<file path="config.mk">
export PLATFORM = sky130hd
export DESIGN_NAME = sram_rd_sched
export DESIGN_NICKNAME = d
export VERILOG_FILES = /design/src/rtl/sram_rd_sched.sv
export SDC_FILE = /design/constraint.sdc
export NUM_CORES = 1
export LEC_CHECK = 0
export CAP_MARGIN = 20
export CORE_MARGIN = 2
export CORE_UTILIZATION = 44
export CTS_CLUSTER_DIAMETER = 200
export DETAILED_ROUTE_END_ITERATION = 7
export MAX_ROUTING_LAYER = met4
export PLACE_DENSITY = 0.84
export REMOVE_ABC_BUFFERS = 1
export SLEW_MARGIN = 20
export SYNTH_ARGS = -nofsm -noshare
export SYNTH_HDL_FRONTEND = slang
export SYNTH_SLANG_ARGS = --single-unit
</file>
<file path="constraint.sdc">
create_clock -name clk -period 3 [get_ports clk]
set_input_delay 0.45 -clock clk [delete_from_list [all_inputs] [get_ports clk]]
set_output_delay 0.45 -clock clk [all_outputs]
set_load 0.01 [all_outputs]
</file>
<file path="src/rtl/sram_rd_sched.sv">
// -----------------------------------------------------------------------------
// sram_rd_sched
//
// Round-robin scheduler that shares one synchronous-read SRAM port between two
// burst requesters. A requester presents a base address and a word count. The
// winner's burst is read out of the SRAM one word per cycle. The returned words
// are streamed on a valid/ready interface, tagged with the owning requester id
// and a last-beat flag.
//
// Ports:
//   clk            clock, all logic on the rising edge
//   rst            synchronous reset, active high
//   req0_valid     requester 0 has a burst pending
//   req0_ready     requester 0 burst accepted this cycle (combinational)
//   req0_base      requester 0 start address
//   req0_len       requester 0 word count
//   req1_*         same as requester 0, for requester 1
//   sram_en        SRAM read enable
//   sram_addr      SRAM read address
//   sram_dout      SRAM read data, valid one cycle after sram_en and held
//                  while sram_en is low
//   rd_data        streamed word (wired straight from sram_dout)
//   rd_valid       rd_data is valid
//   rd_ready       consumer accepts the beat
//   rd_id          requester that owns the current beat
//   rd_last        final beat of the burst
//   done           one-cycle pulse when a burst completes or is rejected
//   err            one-cycle pulse when a burst is rejected
// -----------------------------------------------------------------------------
`ifndef DATA_WIDTH
`define DATA_WIDTH 8
`endif

module sram_rd_sched #(
    parameter int DATA_WIDTH = `DATA_WIDTH,
    parameter int ADDR_W     = 4,
    parameter int DEPTH      = 9,
    parameter int LEN_W      = 4
) (
    input  logic                  clk,
    input  logic                  rst,

    input  logic                  req0_valid,
    output logic                  req0_ready,
    input  logic [ADDR_W-1:0]     req0_base,
    input  logic [LEN_W-1:0]      req0_len,

    input  logic                  req1_valid,
    output logic                  req1_ready,
    input  logic [ADDR_W-1:0]     req1_base,
    input  logic [LEN_W-1:0]      req1_len,

    output logic                  sram_en,
    output logic [ADDR_W-1:0]     sram_addr,
    input  logic [DATA_WIDTH-1:0] sram_dout,

    output logic [DATA_WIDTH-1:0] rd_data,
    output logic                  rd_valid,
    input  logic                  rd_ready,
    output logic                  rd_id,
    output logic                  rd_last,

    output logic                  done,
    output logic                  err
);

    typedef enum logic [1:0] {
        IDLE  = 2'd0,
        BURST = 2'd1,
        DRAIN = 2'd2
    } state_t;

    // Depth compared with one extra bit so DEPTH == 2**ADDR_W still works.
    localparam logic [ADDR_W:0]   DEPTH_X   = (ADDR_W+1)'(DEPTH);
    localparam logic [ADDR_W-1:0] LAST_ADDR = ADDR_W'(DEPTH - 1);
    localparam logic [ADDR_W-1:0] ONE_A     = ADDR_W'(1);
    localparam logic [LEN_W-1:0]  ONE_L     = LEN_W'(1);

    // -------------------------------------------------------------------------
    // State
    // -------------------------------------------------------------------------
    state_t              state_reg, state_next;
    logic                prio_reg, prio_next;
    logic [ADDR_W-1:0]   cur_addr_reg, cur_addr_next;
    logic [LEN_W-1:0]    cnt_reg, cnt_next;
    logic                rd_valid_reg, rd_valid_next;
    logic                rd_last_reg, rd_last_next;
    logic                rd_id_reg, rd_id_next;
    logic                done_reg, done_next;
    logic                err_reg, err_next;

    // -------------------------------------------------------------------------
    // Requester arbitration
    // -------------------------------------------------------------------------
    logic [1:0]          req_valid;
    logic [ADDR_W-1:0]   req_base [2];
    logic [LEN_W-1:0]    req_len  [2];
    logic [1:0]          grant;
    logic                win_id;
    logic [ADDR_W-1:0]   win_base;
    logic [LEN_W-1:0]    win_len;
    logic                can_accept;
    logic                accept;
    logic                bad_req;

    assign req_valid   = {req1_valid, req0_valid};
    assign req_base[0] = req0_base;
    assign req_base[1] = req1_base;
    assign req_len[0]  = req0_len;
    assign req_len[1]  = req1_len;

    // A lone requester always wins; on contention the priority pointer decides.
    assign win_id   = (req_valid == 2'b11) ? prio_reg : req_valid[1];
    assign win_base = req_base[win_id];
    assign win_len  = req_len[win_id];

    // The completion pulse cycle is still owned by the previous burst, so a new
    // burst is only taken from the cycle after done.
    assign can_accept = (state_reg == IDLE) && !done_reg && !rst;
    assign accept     = can_accept && (|req_valid);

    assign bad_req = ({1'b0, win_base} >= DEPTH_X) || (win_len == '0);

    genvar gi;
    generate
        for (gi = 0; gi < 2; gi++) begin : g_grant
            assign grant[gi] = accept && (win_id == (gi != 0));
        end
    endgenerate

    assign req0_ready = grant[0];
    assign req1_ready = grant[1];

    // -------------------------------------------------------------------------
    // SRAM issue and output handshake
    // -------------------------------------------------------------------------
    logic issue_ok;
    logic issue;
    logic handshake;

    // A new read may only be launched when the output slot is free or is being
    // emptied this cycle; this keeps sram_dout stable under back-pressure.
    assign issue_ok  = !rd_valid_reg || rd_ready;
    assign issue     = (state_reg == BURST) && issue_ok;
    assign handshake = rd_valid_reg && rd_ready;

    assign sram_en   = issue && !rst;
    assign sram_addr = cur_addr_reg;

    assign rd_data   = sram_dout;
    assign rd_valid  = rd_valid_reg;
    assign rd_last   = rd_last_reg;
    assign rd_id     = rd_id_reg;
    assign done      = done_reg;
    assign err       = err_reg;

    // -------------------------------------------------------------------------
    // Next-state logic
    // -------------------------------------------------------------------------
    always_comb begin
        state_next    = state_reg;
        prio_next     = prio_reg;
        cur_addr_next = cur_addr_reg;
        cnt_next      = cnt_reg;
        rd_valid_next = rd_valid_reg;
        rd_last_next  = rd_last_reg;
        rd_id_next    = rd_id_reg;
        done_next     = 1'b0;
        err_next      = 1'b0;

        case (state_reg)
            IDLE: begin
                if (accept) begin
                    cur_addr_next = win_base;
                    cnt_next      = win_len;
                    rd_id_next    = win_id;
                    prio_next     = !win_id;
                    if (bad_req) begin
                        // Rejected burst: report it and never touch the SRAM.
                        err_next  = 1'b1;
                        done_next = 1'b1;
                    end else begin
                        state_next = BURST;
                    end
                end
            end

            BURST: begin
                if (issue) begin
                    cnt_next      = cnt_reg - ONE_L;
                    cur_addr_next = (cur_addr_reg == LAST_ADDR) ? '0
                                                                : cur_addr_reg + ONE_A;
                    if (cnt_reg == ONE_L) begin
                        state_next = DRAIN;
                    end
                end
            end

            DRAIN: begin
                if (handshake && rd_last_reg) begin
                    state_next = IDLE;
                    done_next  = 1'b1;
                end
            end

            default: begin
                state_next = IDLE;
            end
        endcase

        // The beat produced by an issue appears one cycle later, together with
        // the SRAM data; a handshake without a new issue empties the slot.
        if (issue) begin
            rd_valid_next = 1'b1;
            rd_last_next  = (cnt_reg == ONE_L);
        end else if (handshake) begin
            rd_valid_next = 1'b0;
            rd_last_next  = 1'b0;
        end
    end

    // -------------------------------------------------------------------------
    // Registers
    // -------------------------------------------------------------------------
    always_ff @(posedge clk) begin
        if (rst) begin
            state_reg    <= IDLE;
            prio_reg     <= 1'b0;
            cur_addr_reg <= '0;
            cnt_reg      <= '0;
            rd_valid_reg <= 1'b0;
            rd_last_reg  <= 1'b0;
            rd_id_reg    <= 1'b0;
            done_reg     <= 1'b0;
            err_reg      <= 1'b0;
        end else begin
            state_reg    <= state_next;
            prio_reg     <= prio_next;
            cur_addr_reg <= cur_addr_next;
            cnt_reg      <= cnt_next;
            rd_valid_reg <= rd_valid_next;
            rd_last_reg  <= rd_last_next;
            rd_id_reg    <= rd_id_next;
            done_reg     <= done_next;
            err_reg      <= err_next;
        end
    end

endmodule

</file>
Word level (Yosys, flattened, before mapping)
Cells that the tools add are included.
{"block": "word_totals", "regBits": 16, "in_bits": 29, "output_inout_bits": 20, "elab_cells": 77}
{"block": "classes", "n_addsub": 2, "order_cmp": 2, "eq_ne": 10, "n_mux": 27, "n_bitwise": 3, "reduce_logical": 24}
{"op": "$mux 4", "n": 11}
{"op": "$pmux 4 s2", "n": 2}
{"op": "$mux 2", "n": 5}
{"op": "$logic_and 1x1->1", "n": 9}
{"op": "$ne 2x2->1 const B", "n": 4}
{"op": "$mux 1", "n": 7}
{"op": "$pmux 2 s3", "n": 1}
{"op": "$reduce_and 5->1", "n": 1}
{"op": "$add 4x1->4 const B", "n": 1}
{"op": "$eq 2x2->1 const B", "n": 2}
{"op": "$eq 4x1->1 const B", "n": 1}
{"op": "$eq 4x4->1 const B", "n": 1}
{"op": "$ge 4x4->1 const B", "n": 1}
{"op": "$logic_not 1->1", "n": 4}
{"op": "$logic_not 4->1", "n": 1}
{"op": "$reduce_bool 2->1", "n": 2}
{"op": "$reduce_or 2->1", "n": 2}
{"op": "$sub 4x1->4 const B", "n": 1}
{"op": "$reduce_and 3->1", "n": 1}
{"op": "$eq 2x1->1 const B", "n": 1}
{"op": "$ge 2x2->1 const B", "n": 1}
{"op": "$logic_not 2->1", "n": 1}
{"op": "$logic_or 1x1->1", "n": 2}
{"op": "$ne 2x1->1 const B", "n": 1}
{"op": "other kinds (4)", "n": 5}

Depth between registers and ports, before layout
{"block": "logic_depth", "word_depth": 11, "mapped_depth": 7, "mapped_depth_nobuf": 7}

Worst setup path after synthesis
OpenSTA, ideal clock, no wires.
{"block": "synth_path", "kind": "input port to output port", "startpoint": "input port rst", "endpoint": "output port req0_ready", "t_arrival_ns": 1.371, "t_required_ns": 2.550, "path_slack_ns": 1.179, "path_stages": 3, "path_buffers": 0, "path_cell_list": "or4_4 -> or2_1 -> nor2_1"}
{"block": "synth_via", "elab_chain_cells": 4}
{"element": "start, declared", "line": "41", "text": "input logic rst,"}
{"element": "$logic_not 1->1", "line": "119", "text": "assign can_accept = (state_reg == IDLE) && !done_reg && !rst;"}
{"element": "$logic_and 1x1->1", "line": "119"}
{"element": "$logic_and 1x1->1", "line": "120", "text": "assign accept = can_accept && (|req_valid);"}
{"element": "$logic_and 1x1->1", "line": "127", "text": "assign grant[gi] = accept && (win_id == (gi != 0));"}
{"element": "end, declared", "line": "44", "text": "output logic req0_ready,"}
Every way passes these cells.

Worst setup path after layout
Same ends and word-level chain as after synthesis.

==> qor.txt <==
Status -> finished, final reports clean
Core area -> 2410 sq um
Setup crit start kind -> input port
FF-to-FF path depth -> 4
Post-synth ARST share -> 0%
Post-layout min period -> 2.74 ns
Total setup buffers inserted after CTS -> 0
FILL cells -> 215
Seq/Total Area, Yosys -> 29.4%
Setup crit start -> rst
Die Y -> 53.8 microns
Most frequent cell after synthesis -> dfxtp_1
Non-Filler Instances -> 195
CP max FO -> 5
GRT Total Usage -> 24.1%
Fin Clk Skew -> 0.00948 ns
Max cap viols -> 0
CTS tree -> yes
Post-synth EDFFs -> 0
Initial drt markers -> 39
Layout cell share with drive strength beyond 1 -> 9.09%
CTS Buf Count -> 3
Critical path capture point type -> output port
Diodes inserted -> 0
Final Instance Area -> 1420 sq um
Fin Hold WS -> 0.488 ns
Delay of the slowest critical-path stage -> 0.54 ns
Drt via density -> 5.69
Final setup fails -> 0
Synth Flop Type -> dfxtp_1
Syn Area/Cell -> 7.84 sq um
Post-DRT Antenna Nets -> 0
Vias in the first global route -> 1097
DRC viols -> 0
Site Rows -> 18
R2R Setup Slk -> 1.25 ns
WS Path Type -> in2out
PD cells -> 412 nW/um^2
Die width -> 53.8 microns
Htree depth -> 1
Fmax -> 0.365 GHz
Commonest cells in the synthesized netlist -> dfxtp_1, nor2_1, nand2_1
Fin util -> 58.8%
Hold endpoint -> cnt_reg[1]$_SDFFE_PP0P_
Initial antenna violation count -> 0
Peak VDD IR -> 274 uV
Leak -> 0.526 nW
Placed cells -> 192
Cts repair resizes -> 0
Critical Path RT -> 2.55 ns
Dpl cell area -> 1390 sq um
Post-synthesis register bit count -> 16
Crit-path cells -> clkdlybuf4s50_1 > or4_4 > or2_1 > nor2_1 > clkdlybuf4s50_1
Synth area leader -> dfxtp_1
Synth area leaders -> dfxtp_1, buf_4, nor2_1
CTS Buffer Depth -> 2
First-pass GRT wire length -> 4960 microns
Port Buffers -> 32
RSZ-0062 raised after global routing -> false
Worst Min Path Start -> cnt_reg[1]$_SDFFE_PP0P_
Worst-skew pair later-pin latency -> 0.29 ns
RR Endpoint -> cnt_reg[0]$_SDFFE_PP0P_
Total number of vias -> 1109
Max Slew Vio Count -> 0
Gpl congestion -> 0.862
DP HPWL -> 2210 microns
Hold Crit Depth -> 2
Most used cell, CP -> clkdlybuf4s50_1
Clk sinks -> 16
Slew @ Worst Pin -> 0.349 ns
Worst EP arrival -> 2.29 ns
Post-synth top area share -> 29.4%
Register area -> 320 sq um
Max-slew headroom -> 76.7%
DR WL/cell -> 14.6 microns
Synth unique cells -> 41
CTS Hold Buffers Added -> 0
Setup TNS -> 0 ns
Remaining global-route overflow -> 0
Area growth, synth to finish -> 30.0%
CTS clock-pin slew for the worst setup and hold paths -> 0.09 ns
Starting density of the core -> 45.2%
Slowest CP cell -> clkdlybuf4s50_1
Post-Synthesis Cells -> 139
Final net count -> 200
I/O Pins -> 49
Final wirelength -> 2840 microns
Cell Area, Synth -> 1090 sq um
Warnings from Yosys -> 0
R2R Path Start -> state_reg[1]$_SDFFE_PP0P_
Final Cycle Share -> 91.2%
HP Class -> reg2reg
Die area -> 2890 sq um
Area of the multi-input gates -> 671 sq um
Router iterations before antenna repair -> 4
Largest net degree at the start of global routing -> 17
Root Buffer -> clkbuf_4
Final Hold Viols -> 0
layer usage:
layer,global-route usage [%],share of wire [%]
met5,-,0
met2,38.8,49
met1,29.3,43
met4,8.97,1.2
met3,5.28,7.3
layout make-up:
class	count	share of cell area [%]
Clock buffer	3	1.59
Inverter	6	1.59
Multi-Input combinational cell	105	47.3
Sequential cell	16	22.6
Tap cell	30	2.65
Timing Repair Buffer	35	24.2
metrics by stage:
stage	total power [mW]	setup slack, ns
after floorplan	0.376	1.18
after global placement	0.465	0.273
after detailed placement	0.470	0.264
after CTS	0.585	0.255
after global routing	0.623	0.190
final	0.584	0.264
cell usage in the layout (no fill, tap or decap), types with 2 or more instances in the layout:
cell,count
a211oi_1,4
inv_1,6
o21ai_0,3
ha_1,4
nor2b_1,3
o32ai_1,4
nand2_1,13
clkdlybuf4s50_1,32
nor3b_1,2
nand2b_1,5
o22ai_1,3
nor2_1,15
clkbuf_4,3
o41ai_1,2
mux2i_1,2
nor3_1,6
dfxtp_1,16
buf_4,3
nand3_1,2
a21oi_1,11
o21a_1,4
mux2_2,3
how the worst max path moves through the flow:
stage	endpoint	slack, ns
after floorplan	req0_ready	1.18
final	req0_ready	0.26
after CTS	req0_ready	0.25
after detailed placement	req0_ready	0.26
after global routing	req0_ready	0.19
after global placement	req0_ready	0.27
where the power goes:
part | internal [mW] | total, mW | switching (mW)
Sequential | 0.234 | 0.255 | 0.0214
Clock | 0.0466 | 0.115 | 0.0686
Combinational | 0.110 | 0.213 | 0.104
worst max-delay path: cells and delay by family:
kind / cells / cell delay, ns
buffers and inverters: 2 / 0.95
AND/OR/NAND/NOR: 3 / 0.88
cell families (layout without fill, tap and decap cells):
family          after synthesis  after routing  synth area share [%]
xor+xnor                      1              1                 0.804
fa+ha+maj                     4              4                  4.59
flops                        16             16                  29.4
compound gates               39             39                  24.9
buf+inv                      18             44                  9.07
simple gates                 56             56                  26.3
mux                           5              5                  4.94
Power figures use the tool's default switching activity.
